### config.mk
export PLATFORM = sky130hd
export DESIGN_NAME = output_writeback_arbiter
export DESIGN_NICKNAME = d
export VERILOG_FILES = /design/src/rtl/output_writeback_arbiter.sv
export SDC_FILE = /design/constraint.sdc
export NUM_CORES = 1
export LEC_CHECK = 0
export ABC_CLOCK_PERIOD_IN_PS = 5400
export CAP_MARGIN = 0
export CORE_MARGIN = 8
export CORE_UTILIZATION = 50
export CTS_CLUSTER_DIAMETER = 50
export DETAILED_ROUTE_END_ITERATION = 10
export PLACE_DENSITY = 0.73
export SKIP_CTS_REPAIR_TIMING = 1
export SLEW_MARGIN = 40
export SYNTH_ARGS = -nofsm -noshare
export SYNTH_HDL_FRONTEND = slang
export SYNTH_SLANG_ARGS = --single-unit
### constraint.sdc
create_clock -name clk -period 5.4 [get_ports clk]
set_input_delay 1.08 -clock clk [delete_from_list [all_inputs] [get_ports clk]]
set_output_delay 1.08 -clock clk [all_outputs]
set_load 0.01 [all_outputs]
### src/rtl/output_writeback_arbiter.sv
// Round-robin RMW accumulation of per-column result FIFOs into one output RAM.
// Define OUTPUT_ARB_PROXY_EN to add the weight-proxy requesters.
module output_writeback_arbiter #(
  parameter int WORD_SIZE  = 16,
  parameter int FIFO_DEPTH = 4,
  parameter int ROWS       = 4,
  parameter int COLS       = 4,
  parameter int ADDR_WIDTH = $clog2(ROWS*COLS)
) (
  input  logic                      clk,
  input  logic                      rst,
  input  logic                      clear_start,
  input  logic [COLS-1:0]           mm_valid,
  input  logic [COLS*WORD_SIZE-1:0] mm_data,
  input  logic [COLS-1:0]           px_valid,
  input  logic [COLS*WORD_SIZE-1:0] px_data,
  output logic [ADDR_WIDTH-1:0]     ram_addr,
  output logic                      ram_re,
  output logic                      ram_we,
  output logic [WORD_SIZE-1:0]      ram_wdata,
  input  logic [WORD_SIZE-1:0]      ram_rdata,
  output logic                      busy,
  output logic [2*COLS-1:0]         overflow
);

`ifdef OUTPUT_ARB_PROXY_EN
  localparam int NR = 2*COLS;
`else
  localparam int NR = COLS;
`endif
  localparam int N  = ROWS*COLS;
  localparam int RW = (ROWS > 1) ? $clog2(ROWS) : 1;
  localparam int IW = (NR > 1) ? $clog2(NR) : 1;
  localparam int PW = $clog2(FIFO_DEPTH);
  localparam int CW = PW + 1;

  typedef enum logic [1:0] {IDLE, RD, WR, CLEAR} state_t;

  state_t state, state_n;
  logic re_n, we_n, acc_q, acc_n;
  logic clr_pend_q, clr_n, clr_done;
  logic [ADDR_WIDTH-1:0] addr_n;
  logic [WORD_SIZE-1:0] opnd_q, opnd_n;
  logic [IW-1:0] rr_q, rr_n, gidx, tidx;
  logic gfound;
  logic [RW-1:0] head_row;
  int t, col;

  logic [NR-1:0] req_valid;
  logic [WORD_SIZE-1:0] req_data [NR];

  logic [RW-1:0] f_row [NR][FIFO_DEPTH];
  logic [WORD_SIZE-1:0] f_dat [NR][FIFO_DEPTH];
  logic [PW-1:0] f_wp [NR];
  logic [PW-1:0] f_rp [NR];
  logic [CW-1:0] f_cnt [NR];
  logic [RW-1:0] row_cnt [NR];
  logic [NR-1:0] ovf_q;
  logic [NR-1:0] nonempty, full, push, pop, drop;

  always_comb begin
    req_valid = '0;
    for (int c = 0; c < COLS; c++) begin
      req_valid[c] = mm_valid[c];
      req_data[c]  = mm_data[c*WORD_SIZE +: WORD_SIZE];
`ifdef OUTPUT_ARB_PROXY_EN
      req_valid[COLS+c] = px_valid[c];
      req_data[COLS+c]  = px_data[c*WORD_SIZE +: WORD_SIZE];
`endif
    end
  end

`ifdef OUTPUT_ARB_PROXY_EN
  assign overflow = ovf_q;
`else
  logic unused_px;
  assign unused_px = ^{px_valid, px_data};
  assign overflow  = {{COLS{1'b0}}, ovf_q};
`endif

  always_comb begin
    nonempty = '0;
    full     = '0;
    for (int i = 0; i < NR; i++) begin
      nonempty[i] = (f_cnt[i] != '0);
      full[i]     = (f_cnt[i] == CW'(FIFO_DEPTH));
    end
  end

  // a full FIFO still accepts a push when it is popped the same cycle
  always_comb begin
    push = '0;
    drop = '0;
    for (int i = 0; i < NR; i++) begin
      push[i] = req_valid[i] & (~full[i] | pop[i]);
      drop[i] = req_valid[i] & full[i] & ~pop[i];
    end
  end

  always_comb begin
    state_n  = state;
    re_n     = 1'b0;
    we_n     = 1'b0;
    acc_n    = 1'b0;
    addr_n   = ram_addr;
    opnd_n   = opnd_q;
    rr_n     = rr_q;
    clr_n    = clr_pend_q | clear_start;
    clr_done = 1'b0;
    pop      = '0;
    gfound   = 1'b0;
    gidx     = '0;
    tidx     = '0;
    t        = 0;
    for (int k = 0; k < NR; k++) begin
      t = int'(rr_q) + k;
      if (t >= NR) t = t - NR;
      tidx = IW'(t);
      if (!gfound && nonempty[tidx]) begin
        gfound = 1'b1;
        gidx   = tidx;
      end
    end
    col      = (int'(gidx) >= COLS) ? int'(gidx) - COLS : int'(gidx);
    head_row = f_row[gidx][f_rp[gidx]];
    unique case (state)
      IDLE, WR: begin
        if (clr_pend_q) begin
          state_n = CLEAR;
          we_n    = 1'b1;
          addr_n  = '0;
          clr_n   = 1'b0;
        end else if (gfound) begin
          state_n   = RD;
          re_n      = 1'b1;
          addr_n    = ADDR_WIDTH'(int'(head_row)*COLS + col);
          opnd_n    = f_dat[gidx][f_rp[gidx]];
          pop[gidx] = 1'b1;
          rr_n      = (int'(gidx) == NR-1) ? '0 : gidx + 1'b1;
        end else begin
          state_n = IDLE;
        end
      end
      RD: begin
        state_n = WR;
        we_n    = 1'b1;
        acc_n   = 1'b1;
      end
      CLEAR: begin
        if (ram_addr == ADDR_WIDTH'(N-1)) begin
          state_n  = IDLE;
          clr_done = 1'b1;
          addr_n   = '0;
        end else begin
          we_n   = 1'b1;
          addr_n = ram_addr + 1'b1;
        end
      end
      default: state_n = IDLE;
    endcase
  end

  always_ff @(posedge clk or posedge rst) begin
    if (rst) begin
      state      <= IDLE;
      ram_re     <= 1'b0;
      ram_we     <= 1'b0;
      acc_q      <= 1'b0;
      ram_addr   <= '0;
      opnd_q     <= '0;
      rr_q       <= '0;
      clr_pend_q <= 1'b0;
    end else begin
      state      <= state_n;
      ram_re     <= re_n;
      ram_we     <= we_n;
      acc_q      <= acc_n;
      ram_addr   <= addr_n;
      opnd_q     <= opnd_n;
      rr_q       <= rr_n;
      clr_pend_q <= clr_n;
    end
  end

  // read data arrives in WR, so the sum is formed on the way out
  assign ram_wdata = acc_q ? ram_rdata + opnd_q : '0;
  assign busy      = (state != IDLE) | (|nonempty) | clr_pend_q;

  always_ff @(posedge clk or posedge rst) begin
    if (rst) begin
      for (int i = 0; i < NR; i++) begin
        f_wp[i]    <= '0;
        f_rp[i]    <= '0;
        f_cnt[i]   <= '0;
        row_cnt[i] <= '0;
      end
      ovf_q <= '0;
    end else begin
      for (int i = 0; i < NR; i++) begin
        if (push[i]) f_wp[i] <= f_wp[i] + 1'b1;
        if (pop[i]) f_rp[i] <= f_rp[i] + 1'b1;
        if (push[i] && !pop[i]) f_cnt[i] <= f_cnt[i] + 1'b1;
        else if (!push[i] && pop[i]) f_cnt[i] <= f_cnt[i] - 1'b1;
        if (clr_done) begin
          row_cnt[i] <= '0;
          ovf_q[i]   <= 1'b0;
        end else begin
          if (req_valid[i])
            row_cnt[i] <= (row_cnt[i] == RW'(ROWS-1)) ? '0 : row_cnt[i] + 1'b1;
          if (drop[i]) ovf_q[i] <= 1'b1;
        end
      end
    end
  end

  always_ff @(posedge clk) begin
    for (int i = 0; i < NR; i++) begin
      if (push[i]) begin
        f_row[i][f_wp[i]] <= row_cnt[i];
        f_dat[i][f_wp[i]] <= req_data[i];
      end
    end
  end

endmodule

==> results of run 1 <==
==> cell type report <==
type / count / area [sq um]
Inverter: 24 / 96.3
Multi-Input combinational cell: 814 / 4710
Timing Repair Buffer: 140 / 1350
Antenna cell: 7 / 17.5
Clock buffer: 51 / 1080
Tap cell: 396 / 495
Clock inverter: 22 / 184
Fill cell: 2374 / 12200
Sequential cell: 356 / 10300
==> how the worst max path moves through the flow <==
stage | startpoint | to | cells past startpoint | slack [ps]
2_1_floorplan | ram_rdata[1] | ram_wdata[15] | 9 | 1360
3_3_place_gp | ram_rdata[1] | ram_wdata[15] | 12 | 280
3_5_place_dp | ram_rdata[1] | ram_wdata[15] | 12 | 170
4_1_cts | ram_rdata[1] | ram_wdata[15] | 12 | 160
5_1_grt | ram_rdata[1] | ram_wdata[15] | 12 | 60
6_report | ram_rdata[1] | ram_wdata[15] | 12 | 220
==> logic make-up after synthesis <==
| family | share of synthesized area (%) |
|---|---|
| simple gates | 16.5 |
| flops | 67.1 |
| compound gates | 5.69 |
| buf+inv | 2.69 |
| fa+ha+maj | 3.97 |
| xor+xnor | 2.04 |
| mux | 2.01 |
| other cells | 0.0243 |
==> worst register-to-register path, stage by stage (launching register included) <==
cell and delay [ps]:
dfrtp_1 430, nor3_1 500, o21ai_0 280, o21ai_4 130, buf_4 620, nand3_1 330, a31oi_1 590, and2_1 660
buf_4 340
==> routing by layer <==
layer	GRT usage [%]	wire length [um]	vias up
met5	0	39	-
met4	8.50	1260	6
met3	3.63	2980	76
met2	34.8	18900	405
met1	27.7	16200	5048
li1	-	-	4766
==> registers in the layout (all words and copies together), names as in the netlist <==
signal	flops
ram_re	1
state	2
opnd_q	16
rr_q	2
clr_pend_q	1
f_wp	8
acc_q	1
f_row	32
f_cnt	12
row_cnt	8
ram_addr	4
f_dat	256
f_rp	8
ram_we	1
ovf_q	4
==> where the power goes <==
group	internal, uW	leakage [uW]	switching (uW)
registers	3750	0.00345	397
logic	1640	0.00292	2850
clock network	1530	0.000626	1070
==> cell usage in the layout, fill, tap and decap left out, types with 3 or more instances in the layout <==
cell	count
or3_1	6
inv_1	21
a311oi_1	34
buf_6	3
nor2_1	41
nand4_1	4
xnor2_1	22
inv_6	5
dfrtp_1	68
clkinv_4	3
clkbuf_16	41
clkinv_2	9
fa_1	5
mux2_2	7
and2_1	19
clkbuf_1	8
xor2_1	14
o21bai_1	5
a31oi_1	5
nor3_1	13
clkdlybuf4s50_1	113
mux2i_1	22
edfxtp_1	288
o21ai_0	37
ha_1	41
diode_2	7
buf_4	24
a41oi_1	4
a21o_1	3
a21oi_1	22
conb_1	4
nand3_1	92
and3_1	68
clkinv_1	4
nand2_1	308
o21ai_1	10
==> metrics by stage <==
stage	instances	total power [uW]
2_1_floorplan	1262	7280
3_5_place_dp	1730	8630
4_1_cts	1803	11200
3_3_place_gp	1730	8460
6_report	1810	11200
5_1_grt	1809	11900
==> impl_metrics.json, run 1 <==
{
  "ys_ff_latch": 356,
  "syn_to_final_growth_pct": 18.5,
  "coreArea_sq_um": 30500,
  "cp-end-kind": "primary output",
  "timing_worst_setup_path_type": "input pin to primary output",
  "ff2ff_path_depth": 8,
  "synth-edff-count": 288,
  "grt_max_degree": 86,
  "power.leakage_uw": 0.00700,
  "worst_pin_slew_ps": 794,
  "setup_violations": 0,
  "wire_per_inst_um": 21.7,
  "synth.most_common_cell": "nand2_1",
  "hold_violations": 0,
  "clock_latency_ps": 530,
  "critical-path-slowest-cell": "clkdlybuf4s50_1",
  "required_ps": 4320,
  "clk_pin_slew_worst_paths_ps": 60,
  "drive_gt1_share_pct": 7.75,
  "final.setup.tns_ps": 0,
  "crit_family": "buffers and inverters",
  "drt-initial-drc-count": 901,
  "via_per_inst": 5.69,
  "cts_buffers": 41,
  "initial_core_util_pct": 50.6,
  "yosysSeqAreaShare_pct": 67.1,
  "status": "finished, final reports clean",
  "die_y_um": 192,
  "synth_top_cells_by_count": "308 x nand2_1, 288 x edfxtp_1, 92 x nand3_1",
  "worst_ep_arrival_time_ps": 4100,
  "peakVddDrop_uv": 920,
  "nNetsFinal": 1578,
  "synthTopCellsByArea": "edfxtp_1 56%, dfrtp_1 11%, nand2_1 7.5%",
  "ys_types": 52,
  "dp_slack_ps": 166,
  "r2r_slack_ps": 1210,
  "crit_fanout": 2,
  "async_reset_ff_share_pct": 19.1,
  "cp-start-kind": "input pin",
  "final_core_utilization_pct": 59.9,
  "cap_violations": 0,
  "portBuffers": 113,
  "clock-root-buffer": "clkbuf_16",
  "gr-usage-all-layers_pct": 21.2,
  "io_pins": 186,
  "cts_tree": "done",
  "grt_overflow": 0,
  "place_hpwl_mm": 24.8,
  "first_pass_iters": 5,
  "min_from": "f_rp[7]$_DFFE_PP0N_",
  "final_design_area_no_fill_sq_um": 18300,
  "whs_endpoint": "f_rp[7]$_DFFE_PP0N_",
  "crit_chain": "clkdlybuf4s50_1, ha_1, a21o_1, a21oi_1, o21bai_1, a2111oi_2, buf_4, nor3_1, nor3_2, or3_1, a21oi_1, clkdlybuf4s50_1",
  "syn_area_per_cell_sq_um": 12.3,
  "vias": 10301,
  "htreeDepth": 2,
  "finalCritPeriodShare_pct": 95.9,
  "fin_skew_ps": 15.3,
  "holdWs_ps": 478,
  "finalWeightedCongestion": 0.897,
  "slew_violations": 0,
  "critPathBufInv": 3,
  "clockBufferDepth": 3,
  "ys.flop_type": "edfxtp_1",
  "max_stage_delay_ps": 560,
  "rows": 64,
  "rsz0062_at_grt": "no",
  "antenna_found_initial": 9,
  "hold_depth": 1,
  "first_global_vias": 10318,
  "die_area_sq_um": 36700,
  "grt_pass1_wl_mm": 58.9,
  "die_w_um": 192,
  "setup_ws_ps": 223,
  "power_density_nw_per_um2": 615,
  "yosys.area.top_type_share_pct": 56.1,
  "worstReg2RegStart": "f_cnt[3]$_DFFE_PP0P_",
  "syn_inst": 1259,
  "relSlewSlack_pct": 47.0,
  "final_antenna_net_count": 0,
  "rr_endpoint": "f_dat[0][2]$_DFFE_PP_",
  "ys.warnings.count": 0,
  "min_period_ps": 5180,
  "clock-sinks": 356,
  "placed_cell_area_sq_um": 17000,
  "hp-class": "flop to flop",
  "yosys.area.top_type": "edfxtp_1",
  "fmax_mhz": 193,
  "syn_area_sq_um": 15400,
  "drc": 0,
  "wl_mm": 39.3
}
No activity file was read; power rests on OpenSTA's default activity.
==> run 2, diff against run 1 <==
--- a/config.mk
+++ b/config.mk
@@ -8,10 +8,10 @@
 export ABC_CLOCK_PERIOD_IN_PS = 5400
 export CAP_MARGIN = 0
 export CORE_MARGIN = 8
-export CORE_UTILIZATION = 50
+export CORE_UTILIZATION = 60
 export CTS_CLUSTER_DIAMETER = 50
 export DETAILED_ROUTE_END_ITERATION = 10
-export PLACE_DENSITY = 0.73
+export PLACE_DENSITY = 0.85
 export SKIP_CTS_REPAIR_TIMING = 1
 export SLEW_MARGIN = 40
 export SYNTH_ARGS = -nofsm -noshare
==> run 2 against run 1 <==
Sequential power about the same; fmax grew 0.54%; clock-buffer cell count decreased by 1; design area fell by 0.40%; combinational power rose by 0.9%; highest routed layer unchanged; sequential share of layout area grew 0.23 points; critical path type unchanged.
==> impl_metrics.json, run 2 (synthesized netlist as in run 1, its figures left out) <==
{
  "die_y_um": 176,
  "gr-usage-all-layers_pct": 24.7,
  "dp.cells": 1663,
  "cp-end-kind": "primary output",
  "place_hpwl_mm": 24.5,
  "relSlewSlack_pct": 45.7,
  "hp-class": "flop to flop",
  "setup_violations": 0,
  "finalCritPeriodShare_pct": 95.4,
  "cap_violations": 0,
  "wl_mm": 39.0,
  "grt_max_degree": 91,
  "clock-sinks": 356,
  "via_per_inst": 6.07,
  "largest_reg_flops": 256,
  "cts_buffers": 37,
  "hold_violations": 0,
  "slew_violations": 0,
  "clockBufferDepth": 3,
  "hold_depth": 1,
  "cts_tree": "done",
  "die_area_sq_um": 31100,
  "fin_skew_ps": 8.88,
  "final_antenna_net_count": 0,
  "syn_to_final_growth_pct": 18.0,
  "power.leakage_uw": 0.00701,
  "layout_commonest_cell": "nand2_1",
  "status": "finished, final reports clean",
  "finalWeightedCongestion": 0.913,
  "cp-start-kind": "input pin",
  "fmax_mhz": 194,
  "clk_pin_slew_worst_paths_ps": 60,
  "rows": 58,
  "io_pins": 186,
  "drt-initial-drc-count": 1086,
  "vias": 10520,
  "setup_ws_ps": 251,
  "first_global_vias": 10596,
  "grt_pass1_wl_mm": 58.4,
  "nNetsFinal": 1573,
  "die_w_um": 176,
  "clock-root-buffer": "clkbuf_16",
  "final.setup.tns_ps": 0,
  "htreeDepth": 2,
  "power_density_nw_per_um2": 626,
  "worst_ep_arrival_time_ps": 4070,
  "min_period_ps": 5150,
  "crit_fanout": 2,
  "peakVddDrop_uv": 799,
  "wire_per_inst_um": 22.5,
  "worst_pin_slew_ps": 811,
  "required_ps": 4320,
  "rsz0062_at_grt": "no",
  "antenna_found_initial": 2,
  "clock_latency_ps": 520,
  "initial_core_util_pct": 61.3,
  "drive_gt1_share_pct": 7.49,
  "fin_cells": 1732,
  "drc": 0,
  "ff2ff_path_depth": 13,
  "grt_overflow": 0,
  "dp_slack_ps": 229,
  "coreArea_sq_um": 25200,
  "n_fill_cell": 1551,
  "timing_worst_setup_path_type": "input pin to primary output",
  "first_pass_iters": 5,
  "mostFrequentLayoutCells": "308 x nand2_1, 288 x edfxtp_1, 113 x clkdlybuf4s50_1",
  "portBuffers": 113,
  "holdWs_ps": 472
}
## run 2: cell types whose count changed in the layout (fill, tap and decap cells not counted), sizes merged
cell,previous run,this run
clkinv,16,10
diode,7,1
bufinv,2,6
inv,27,25
buf,27,26
clkbuf,51,50
## run 2: area by class of cell
type	count	area [sq um]	share of cell area, %
Antenna cell	1	2.50	0.0137
Clock buffer	50	1070	5.86
Clock inverter	18	248	1.36
Inverter	24	97.6	0.536
Multi-Input combinational cell	814	4700	25.8
Sequential cell	356	10300	56.8
Tap cell	330	413	2.27
Timing Repair Buffer	139	1330	7.33
## run 2: stage by stage
step / instance area, sq um / util [%] / power, uW
global placement: 16900 / 67.0 / 8350
floorplan: 15400 / - / 7280
finish: 18200 / 72.3 / 11400
CTS: 18200 / 72.3 / 11400
detailed placement: 16900 / 67.1 / 8640
global route: 18200 / 72.3 / 12000
## run 2: worst max-delay path, cell delays in order
cell             delay (ps)
clkdlybuf4s50_1         450
ha_1                    310
a21o_1                  170
a21oi_1                 210
o21bai_1                120
a2111oi_1               410
buf_4                   190
nor3_1                   60
nor3_1                  240
o21ai_0                 120
a21oi_1                 150
clkdlybuf4s50_1         560
## run 2: final timing paths
| check | start | endpoint | slack [ps] |
|---|---|---|---|
| max | ram_rdata[1] | ram_wdata[15] | 250 |
| min | f_rp[1]$_DFFE_PP0P_ | f_rp[1]$_DFFE_PP0P_ | 470 |
| max reg2reg | f_cnt[6]$_DFFE_PP0P_ | f_cnt[5]$_DFFE_PP0P_ | 1040 |
| min reg2reg | f_rp[1]$_DFFE_PP0P_ | f_rp[1]$_DFFE_PP0P_ | 470 |
| max in group asynchronous | rst | state[0]$_DFFE_PP0N_ | 3540 |
| min in group asynchronous | rst | f_cnt[1]$_DFFE_PP0P_ | 1010 |
## run 2: power by group
| part | switching, uW | internal (uW) | total, uW |
|---|---|---|---|
| Sequential | 414 | 3750 | 4160 |
| Combinational | 2900 | 1630 | 4530 |
| Clock | 1020 | 1680 | 2700 |
| Total | 4340 | 7060 | 11400 |
## run 2: metal layers
metal | vias to the layer above | global-route usage [%] | wire, um
met2 | 568 | 42.2 | 19300
met1 | 5086 | 29.4 | 13900
met5 | - | 0 | 27
met3 | 119 | 5.81 | 4110
met4 | 4 | 11.2 | 1670
li1 | 4743 | - | -
==> run 3, diff against run 2 <==
--- a/config.mk
+++ b/config.mk
@@ -17,3 +17,4 @@
 export SYNTH_ARGS = -nofsm -noshare
 export SYNTH_HDL_FRONTEND = slang
 export SYNTH_SLANG_ARGS = --single-unit
+export TNS_END_PERCENT = 20
==> results of run 3 <==
The final DEF is identical to that of run 2; final timing and power are the same.
